==> config.mk <==
export PLATFORM = sky130hd
export DESIGN_NAME = csr_pins_in
export DESIGN_NICKNAME = d
export VERILOG_FILES = /design/src/rtl/csr_pins_in_pkg.sv /design/src/rtl/pin_debounce.sv /design/src/rtl/csr_pins_in.sv
export SDC_FILE = /design/constraint.sdc
export NUM_CORES = 1
export LEC_CHECK = 0
export ABC_AREA = 0
export CAP_MARGIN = 20
export CORE_MARGIN = 4
export CORE_UTILIZATION = 30
export DETAILED_ROUTE_END_ITERATION = 10
export GPL_TIMING_DRIVEN = 0
export PLACE_DENSITY = 0.57
export SETUP_SLACK_MARGIN = 0.02
export SKIP_LAST_GASP = 1
export SYNTH_ARGS = -nofsm -noshare
export SYNTH_HDL_FRONTEND = slang
export SYNTH_SLANG_ARGS = --single-unit
export TNS_END_PERCENT = 1
==> constraint.sdc <==
create_clock -name clk -period 1.4 [get_ports clk]
set_input_delay 0.21 -clock clk [delete_from_list [all_inputs] [get_ports clk]]
set_output_delay 0.21 -clock clk [all_outputs]
set_load 0.05 [all_outputs]
==> src/rtl/csr_pins_in_pkg.sv <==
// Shared CSR definitions: modify-op encodings used by every Csr* peripheral,
// plus a helper for sizing debounce counters.
package csr_pins_in_pkg;

    localparam int unsigned CsrAddrW = 12;
    localparam int unsigned CsrDataW = 32;

    typedef enum logic [2:0] {
        CsrNop   = 3'b000,
        CsrWrite = 3'b001,
        CsrSet   = 3'b010,
        CsrClear = 3'b011
    } csr_op_e;

    // Counter just wide enough to hold Debounce-1, never narrower than 1 bit.
    function automatic int unsigned dbnc_cnt_width(input int unsigned debounce);
        return $clog2(debounce > 2 ? debounce : 2);
    endfunction

endpackage

==> src/rtl/pin_debounce.sv <==
// One input pin: 2-FF synchronizer followed by an optional consecutive-cycle
// debouncer. Reports when the debounced state is about to change on this edge
// and what it changes to, so the parent can flag edges in the same cycle.
module pin_debounce
    import csr_pins_in_pkg::*;
#(
    parameter int unsigned Debounce = 16
) (
    input  logic clk_i,
    input  logic rst_ni,
    input  logic pin_i,
    output logic state_o,
    output logic chg_o,
    output logic next_o
);

    logic sync1_q, sync2_q;

    // Two-flop synchronizer for the asynchronous pin.
    always_ff @(posedge clk_i or negedge rst_ni) begin
        if (!rst_ni) begin
            sync1_q <= 1'b0;
            sync2_q <= 1'b0;
        end else begin
            sync1_q <= pin_i;
            sync2_q <= sync1_q;
        end
    end

    if (Debounce == 0) begin : g_bypass
        // State is the synchronizer output; it changes whenever sync1 differs.
        assign state_o = sync2_q;
        assign chg_o   = sync1_q ^ sync2_q;
        assign next_o  = sync1_q;
    end else begin : g_debounce
        localparam int unsigned CntW = dbnc_cnt_width(Debounce);
        localparam logic [CntW-1:0] CntMax = CntW'(Debounce - 1);

        logic            state_q, state_d;
        logic [CntW-1:0] cnt_q, cnt_d;

        // Count consecutive cycles where sync disagrees with state; commit at CntMax.
        always_comb begin
            state_d = state_q;
            cnt_d   = cnt_q;
            if (sync2_q == state_q) begin
                cnt_d = '0;
            end else if (cnt_q == CntMax) begin
                state_d = sync2_q;
                cnt_d   = '0;
            end else begin
                cnt_d = cnt_q + CntW'(1);
            end
        end

        // Debounced state and counter registers.
        always_ff @(posedge clk_i or negedge rst_ni) begin
            if (!rst_ni) begin
                state_q <= 1'b0;
                cnt_q   <= '0;
            end else begin
                state_q <= state_d;
                cnt_q   <= cnt_d;
            end
        end

        assign state_o = state_q;
        assign chg_o   = state_d ^ state_q;
        assign next_o  = state_d;
    end

endmodule

==> src/rtl/csr_pins_in.sv <==
// Debounced input pins exposed through three CSRs: PINS (read-only state),
// EDGE (sticky edge flags, drives irq) and POL (per-pin edge polarity).
module csr_pins_in
    import csr_pins_in_pkg::*;
#(
    parameter logic [11:0] BASE_ADDR = 12'hbc2,
    parameter int unsigned COUNT     = 8,
    parameter int unsigned DEBOUNCE  = 16
) (
    input  logic             clk,
    input  logic             rstn,
    input  logic             read,
    input  logic [2:0]       modify,
    input  logic [31:0]      wdata,
    input  logic [11:0]      addr,
    output logic [31:0]      rdata,
    output logic             valid,
    input  logic [COUNT-1:0] pins,
    output logic             irq
);

    localparam logic [11:0] AddrPins = BASE_ADDR;
    localparam logic [11:0] AddrEdge = BASE_ADDR + 12'd1;
    localparam logic [11:0] AddrPol  = BASE_ADDR + 12'd2;

    logic [COUNT-1:0] state, chg, nxt, ev;
    logic [COUNT-1:0] edge_q, edge_d, pol_q, pol_d, wmask, rd_val;
    logic [31:0]      rdata_q, rdata_d;
    logic             valid_q, valid_d;

    // The read strobe and upper write-data bits carry no meaning here.
    logic unused_sig;
    assign unused_sig = ^{read, wdata};

    for (genvar i = 0; i < COUNT; i++) begin : g_pin
        pin_debounce #(
            .Debounce(DEBOUNCE)
        ) u_pin (
            .clk_i  (clk),
            .rst_ni (rstn),
            .pin_i  (pins[i]),
            .state_o(state[i]),
            .chg_o  (chg[i]),
            .next_o (nxt[i])
        );
    end

    // Event when state flips toward the active level (POL=0 rising, POL=1 falling).
    assign ev    = chg & (nxt ^ pol_q);
    assign wmask = wdata[COUNT-1:0];

    function automatic logic [COUNT-1:0] apply_op(input logic [2:0]       op,
                                                  input logic [COUNT-1:0] cur,
                                                  input logic [COUNT-1:0] wd);
        case (csr_op_e'(op))
            CsrWrite: return wd;
            CsrSet:   return cur | wd;
            CsrClear: return cur & ~wd;
            default:  return cur;
        endcase
    endfunction

    // CSR decode, pre-modify readback and register updates; edge events win over clears.
    always_comb begin
        edge_d  = edge_q;
        pol_d   = pol_q;
        rd_val  = '0;
        valid_d = 1'b0;
        rdata_d = '0;
        case (addr)
            AddrPins: begin
                valid_d = 1'b1;
                rd_val  = state;
            end
            AddrEdge: begin
                valid_d = 1'b1;
                rd_val  = edge_q;
                edge_d  = apply_op(modify, edge_q, wmask);
            end
            AddrPol: begin
                valid_d = 1'b1;
                rd_val  = pol_q;
                pol_d   = apply_op(modify, pol_q, wmask);
            end
            default: ;
        endcase
        edge_d = edge_d | ev;
        rdata_d[COUNT-1:0] = rd_val;
    end

    // CSR state and registered response.
    always_ff @(posedge clk or negedge rstn) begin
        if (!rstn) begin
            edge_q  <= '0;
            pol_q   <= '0;
            valid_q <= 1'b0;
            rdata_q <= '0;
        end else begin
            edge_q  <= edge_d;
            pol_q   <= pol_d;
            valid_q <= valid_d;
            rdata_q <= rdata_d;
        end
    end

    assign rdata = rdata_q;
    assign valid = valid_q;
    assign irq   = |edge_q;

endmodule

# Word-level counts from Yosys, hierarchy flattened
# Index checks and enable logic that the tools add are counted.
# op_classes
addsub,8
bitwise,16
muxes,37
n_eq_ne,22
reduce_logical,4
# ops
op,count
$pmux W8 S3,3
$mux W4,16
$eq A12 B12 Y1 const B,3
$add A4 B1 Y4 const B,8
$eq A4 B4 Y1 const B,8
$and A8 B8 Y8,3
$or A8 B8 Y8,3
$mux W1,17
$eq A1 B1 Y1,8
$mux W8,1
$not A8 Y8,1
$reduce_or A8 Y1,1
$xor A1 B1 Y1,8
$xor A8 B8 Y8,1
$eq A3 B2 Y1 const B,2
$eq A3 B1 Y1 const B,1
$reduce_bool A3 Y1,1
$reduce_or A3 Y1,1
$reduce_and A2 Y1,1
# word_totals
out_inout_bits,34
wordCells,123
reg_bits,81
inputBits,58

# Longest topological paths before layout
# depth
word_depth,6
mapped_depth,5
ltp_nobuf,4

# Cells and area by module
# A second synthesis with hierarchy kept.
# unflattened
cells_unflattened,331
hier_area_um2,3951.3
# by_module_without_submodules
mod,seq_area_each_um2,area_per_inst_um2,cells_per_inst,instances
pin_debounce,175.2,279.0,19,8
csr_pins_in,625.6,1719.1,179,1

# Least setup slack after synthesis
# OpenSTA, ideal clock, no wires.
# synth_path
path_type,input-to-reg
start,in addr[2]
end,reg edge_q[1]
setup_ns,0.126
arrival_time_ns,1.500
cell_stages,4
t_required_ns,1.274
setup_slack_ns,-0.226
n_path_buf,0
cell_sequence,or4b_1 > nor4_4 > o21ai_0 > a221o_1
# synth_between
elab_chain_len,3
# synth_rtl
element,line_no,source
from (decl),csr_pins_in.sv:15,"input logic [11:0] addr,"
$eq A12 B12 Y1,csr_pins_in.sv:70,case (addr)
$mux W8,csr_pins_in.sv:70,
$or A8 B8 Y8,csr_pins_in.sv:87,edge_d = edge_d | ev;
via edge_d[1],csr_pins_in.sv:27,"logic [COUNT-1:0] edge_q, edge_d, pol_q, pol_d, wmask, rd_val;"
to (signal assigned),csr_pins_in.sv:99,edge_q <= edge_d;
to (decl),csr_pins_in.sv:27,
# The timed path passes the listed nets, and every way through them passes these cells.
# A chain may end at the register's enable or synchronous reset.

# Final worst setup path
# layout_path
start,in addr[2]
end,reg edge_q[4]
# Same word-level chain as after synthesis.

==> results by group <==
Cells and area
  • Area growth, synth to finish: 35.2%
  • Layout fillers: 1214
  • N_diodes: 0
  • Design Area, Final: 5180 sq um
  • Footprint of the multi-input gates: 1770 sq um
  • Fin nets: 494
  • Share of layout cells above drive strength 1: 0.231
  • Non-filler cells in the finished layout: 605
  • Reg area: 2030 sq um

CTS
  • Root Driver: clkbuf_16
  • CTS Buf Count: 9
  • Worst-path clk slew: 0.06 ns
  • Clock sink count: 81
  • H-Tree Depth: 3
  • Worst-Skew Late Latency: 0.34 ns
  • Bufs on Longest Clock Path: 2
  • CTS tree: yes

Power
  • Switching power share of the total: 0.228
  • PD cells: 1140 nW/um^2
  • Comb power frac: 0.104
  • Share of total power in sequential cells: 0.422
  • Switch Pwr: 0.00135 W
  • P_leak: 2.31 nW
  • P_int: 0.00457 W
  • Clock network fraction of total power: 0.474
  • VDD IR max: 0.515 mV

Critical path
  • Crit end category: register
  • Reg2Reg Depth: 3
  • FF-to-FF End: edge_q[2]$_DFF_PN0_
  • CP Launch Type: input port
  • R2r setup slk: 0.10 ns
  • CP Data Required Time: 1.61 ns
  • R2r startpoint: g_pin[2].u_pin.state_o$_DFF_PN0_
  • Worst setup path startpoint: addr[2]
  • CP max FO: 8
  • Data arrival, critical path: 1.83 ns
  • Critical path endpoint: edge_q[4]$_DFF_PN0_
  • Worst setup path class: input port to register

Floorplan
  • Row count: 41
  • Initial Utilization: 0.305
  • Core region area: 12600 sq um
  • Die X: 121 um
  • Total die area: 14700 sq um
  • I/O Pins: 92
  • Die height: 121 um

Synthesis
  • Top_reg_cell synth: dfrtp_1
  • Post-synth ARST share: 1.00
  • Top-area cell type share of the netlist area: 0.529
  • #FFs+latches synth: 81
  • Ys Warns: 0
  • Register area share after synthesis: 0.529
  • Synth area leaders: dfrtp_1 (53%), a21oi_1 (5.4%), buf_4 (4.7%), xnor2_1 (4.6%), a221o_1 (3.7%)
  • Mapped Area: 3830 sq um
  • Syn Inst Count: 337
  • Synth cell types: 37
  • Syn avg cell area: 11.4 sq um
  • Number of enable-type register cells in the synthesized netlist: 0
  • Synth area leader: dfrtp_1

STA
  • Hold slack: 0.303 ns
  • Fin crit period: 1.62 ns
  • Slew @ Worst Pin: 0.678 ns
  • Unrepaired setup endpoints after global routing: yes
  • Worst Skew: 0.00809 ns
  • Post-route setup slack: -0.218 ns
  • Relative slew slack: 0.548
  • Slew Limit Fails: 0
  • # setup viols final: 26
  • Tcrit/Tclk final: 1.16
  • Fmax: 618 MHz
  • Final hold violation count: 0

Flow run
  • Number of max-cap violations: 0

Global routing
  • Vias in the first global route: 2896
  • First-pass GRT wire length: 13800 um
  • Gr usage total: 0.119
  • Pin count of the biggest net entering global routing: 57
  • Total grt overflow: 0
  • Initial antenna violation count: 0

Placed design
  • Placed cell count: 576
  • Post-DP HPWL: 5870 um
  • IO Port Bufs: 42
  • Post-DP Area: 4590 sq um
  • Place WS: -1.11 ns
  • GPL Wtd Cong: 0.742

Routing
  • Final wirelength: 8390 um
  • First-pass DRT Iterations: 4
  • Drt wl/cell: 13.9 um
  • Routed Antenna Nets: 0
  • DR vias: 2792
  • DRC Markers: 0
  • Via/cell ratio: 4.61
  • Iteration-0 DRC Markers: 140

Outcome
  • Failing checks: negative setup slack
  • Status: finished with violations

Worst hold path
  • Hold Path Class: input port to register
[through the flow]
stage | TNS, ns | total power (W) | util
after CTS | -2.62 | 0.00599 | 0.412
final | -3.40 | 0.00591 | 0.413
after detailed placement | -24.22 | 0.00313 | 0.365
after floorplan | -3.84 | 0.00290 | -
after global placement | -257.16 | 0.00310 | 0.362
after global routing | -4.85 | 0.00615 | 0.413
[worst min path at each step]
stage,startpoint,end,cells past startpoint
CTS,pins[2],g_pin[2].u_pin.sync1_q$_DFF_PN0_,1
global route,pins[2],g_pin[2].u_pin.sync1_q$_DFF_PN0_,1
global placement,g_pin[3].u_pin.sync1_q$_DFF_PN0_,g_pin[3].u_pin.sync2_q$_DFF_PN0_,0
finish,pins[2],g_pin[2].u_pin.sync1_q$_DFF_PN0_,1
floorplan,rstn,edge_q[0]$_DFF_PN0_,0
detailed placement,rstn,g_pin[7].u_pin.g_debounce.cnt_q[3]$_DFF_PN0_,1
[layout make-up]
type,instances,share of cell area
flip-flops and latches,81,0.391
multi-input cells,242,0.342
repair buffers,57,0.108
clock buffers,12,0.0514
well taps,172,0.0415
plain buffers,28,0.0410
clock inverters,4,0.0188
inverters,9,0.00652
[synthesized netlist by cell type, types with 7 or more instances]
master    count
dfrtp_1      81
a21oi_1      41
buf_4        24
xnor2_1      20
nor2_1       16
o21ai_0      16
a221o_1      14
nand2_1      13
nand4b_1     10
inv_1         9
nand3b_1      9
ha_1          8
mux2_2        8
nand3_1       8
nor2b_1       8
nor3b_1       7
[critical path, cell delays in order]
cell,delay (ns)
dlygate4sd2_1,0.28
or4b_4,0.51
nor4_4,0.21
buf_4,0.19
o21ai_0,0.11
a221o_1,0.32
[logic make-up after synthesis]
kind of cell             after synthesis  synth area share
AO/OA/AOI/OAI                         75             0.120
XOR/XNOR                              20            0.0457
adder cells (fa/ha/maj)                8            0.0261
buffers and inverters                 37            0.0600
flip-flops                            81             0.529
multiplexers                           8            0.0235
other                                  1          0.000978
AND/OR/NAND/NOR                      107             0.195
[routing by layer]
layer  vias to the layer above  track usage  wire [um]
met5                         -            0          0
met4                         0       0.0404        109
met3                        11       0.0336        349
met2                        45        0.205       4200
met1                      1374        0.143       3730
li1                       1362            -          -
[power by group through the flow]
stage	logic, W	registers [W]	clock network (W)
5_1_grt	0.000675	0.00251	0.00297
4_1_cts	0.000619	0.00249	0.00287
3_5_place_dp	0.000591	0.00254	0
3_3_place_gp	0.000572	0.00253	0
6_report	0.000617	0.00250	0.00280
2_1_floorplan	0.000381	0.00252	0
[registers in the layout (all words and copies together), names as in the netlist]
name / flops
g_pin.u_pin.state_o: 8
g_pin.u_pin.sync2_q: 8
rdata: 8
edge_q: 8
valid: 1
g_pin.u_pin.g_debounce.cnt_q: 32
g_pin.u_pin.sync1_q: 8
pol_q: 8
[cell usage in the layout, fill, tap and decap left out, types with 3 or more instances in the layout]
cell type,Yosys,routed
clkbuf_8,0,4
nand4b_1,10,10
nand3_1,8,8
nor2_1,16,16
nor4_4,3,5
nor4b_2,0,6
ha_1,8,8
dfrtp_1,81,81
a21oi_1,41,41
nand2b_1,3,3
conb_1,1,24
o21ai_0,16,16
buf_4,24,34
or3b_2,6,6
mux2_2,8,8
a221o_1,14,14
clkdlybuf4s50_1,0,18
or2_2,5,5
clkdlybuf4s15_1,0,3
nor2b_1,8,8
nand2_1,13,12
nand3b_1,9,9
inv_1,9,9
dlygate4sd2_1,0,18
buf_6,0,3
bufinv_16,0,3
clkbuf_16,0,9
nor3b_1,7,7
xnor2_1,20,20
[what timing repair did]
item,in CTS,in global routing
endpoints found under the hold margin,25,0
hold buffers,1,0
gates resized for setup,59,2
pin swaps,14,3
endpoints found under the setup margin,35,34
setup buffers,12,0
Note: power is estimated with default switching activity, not from simulation.
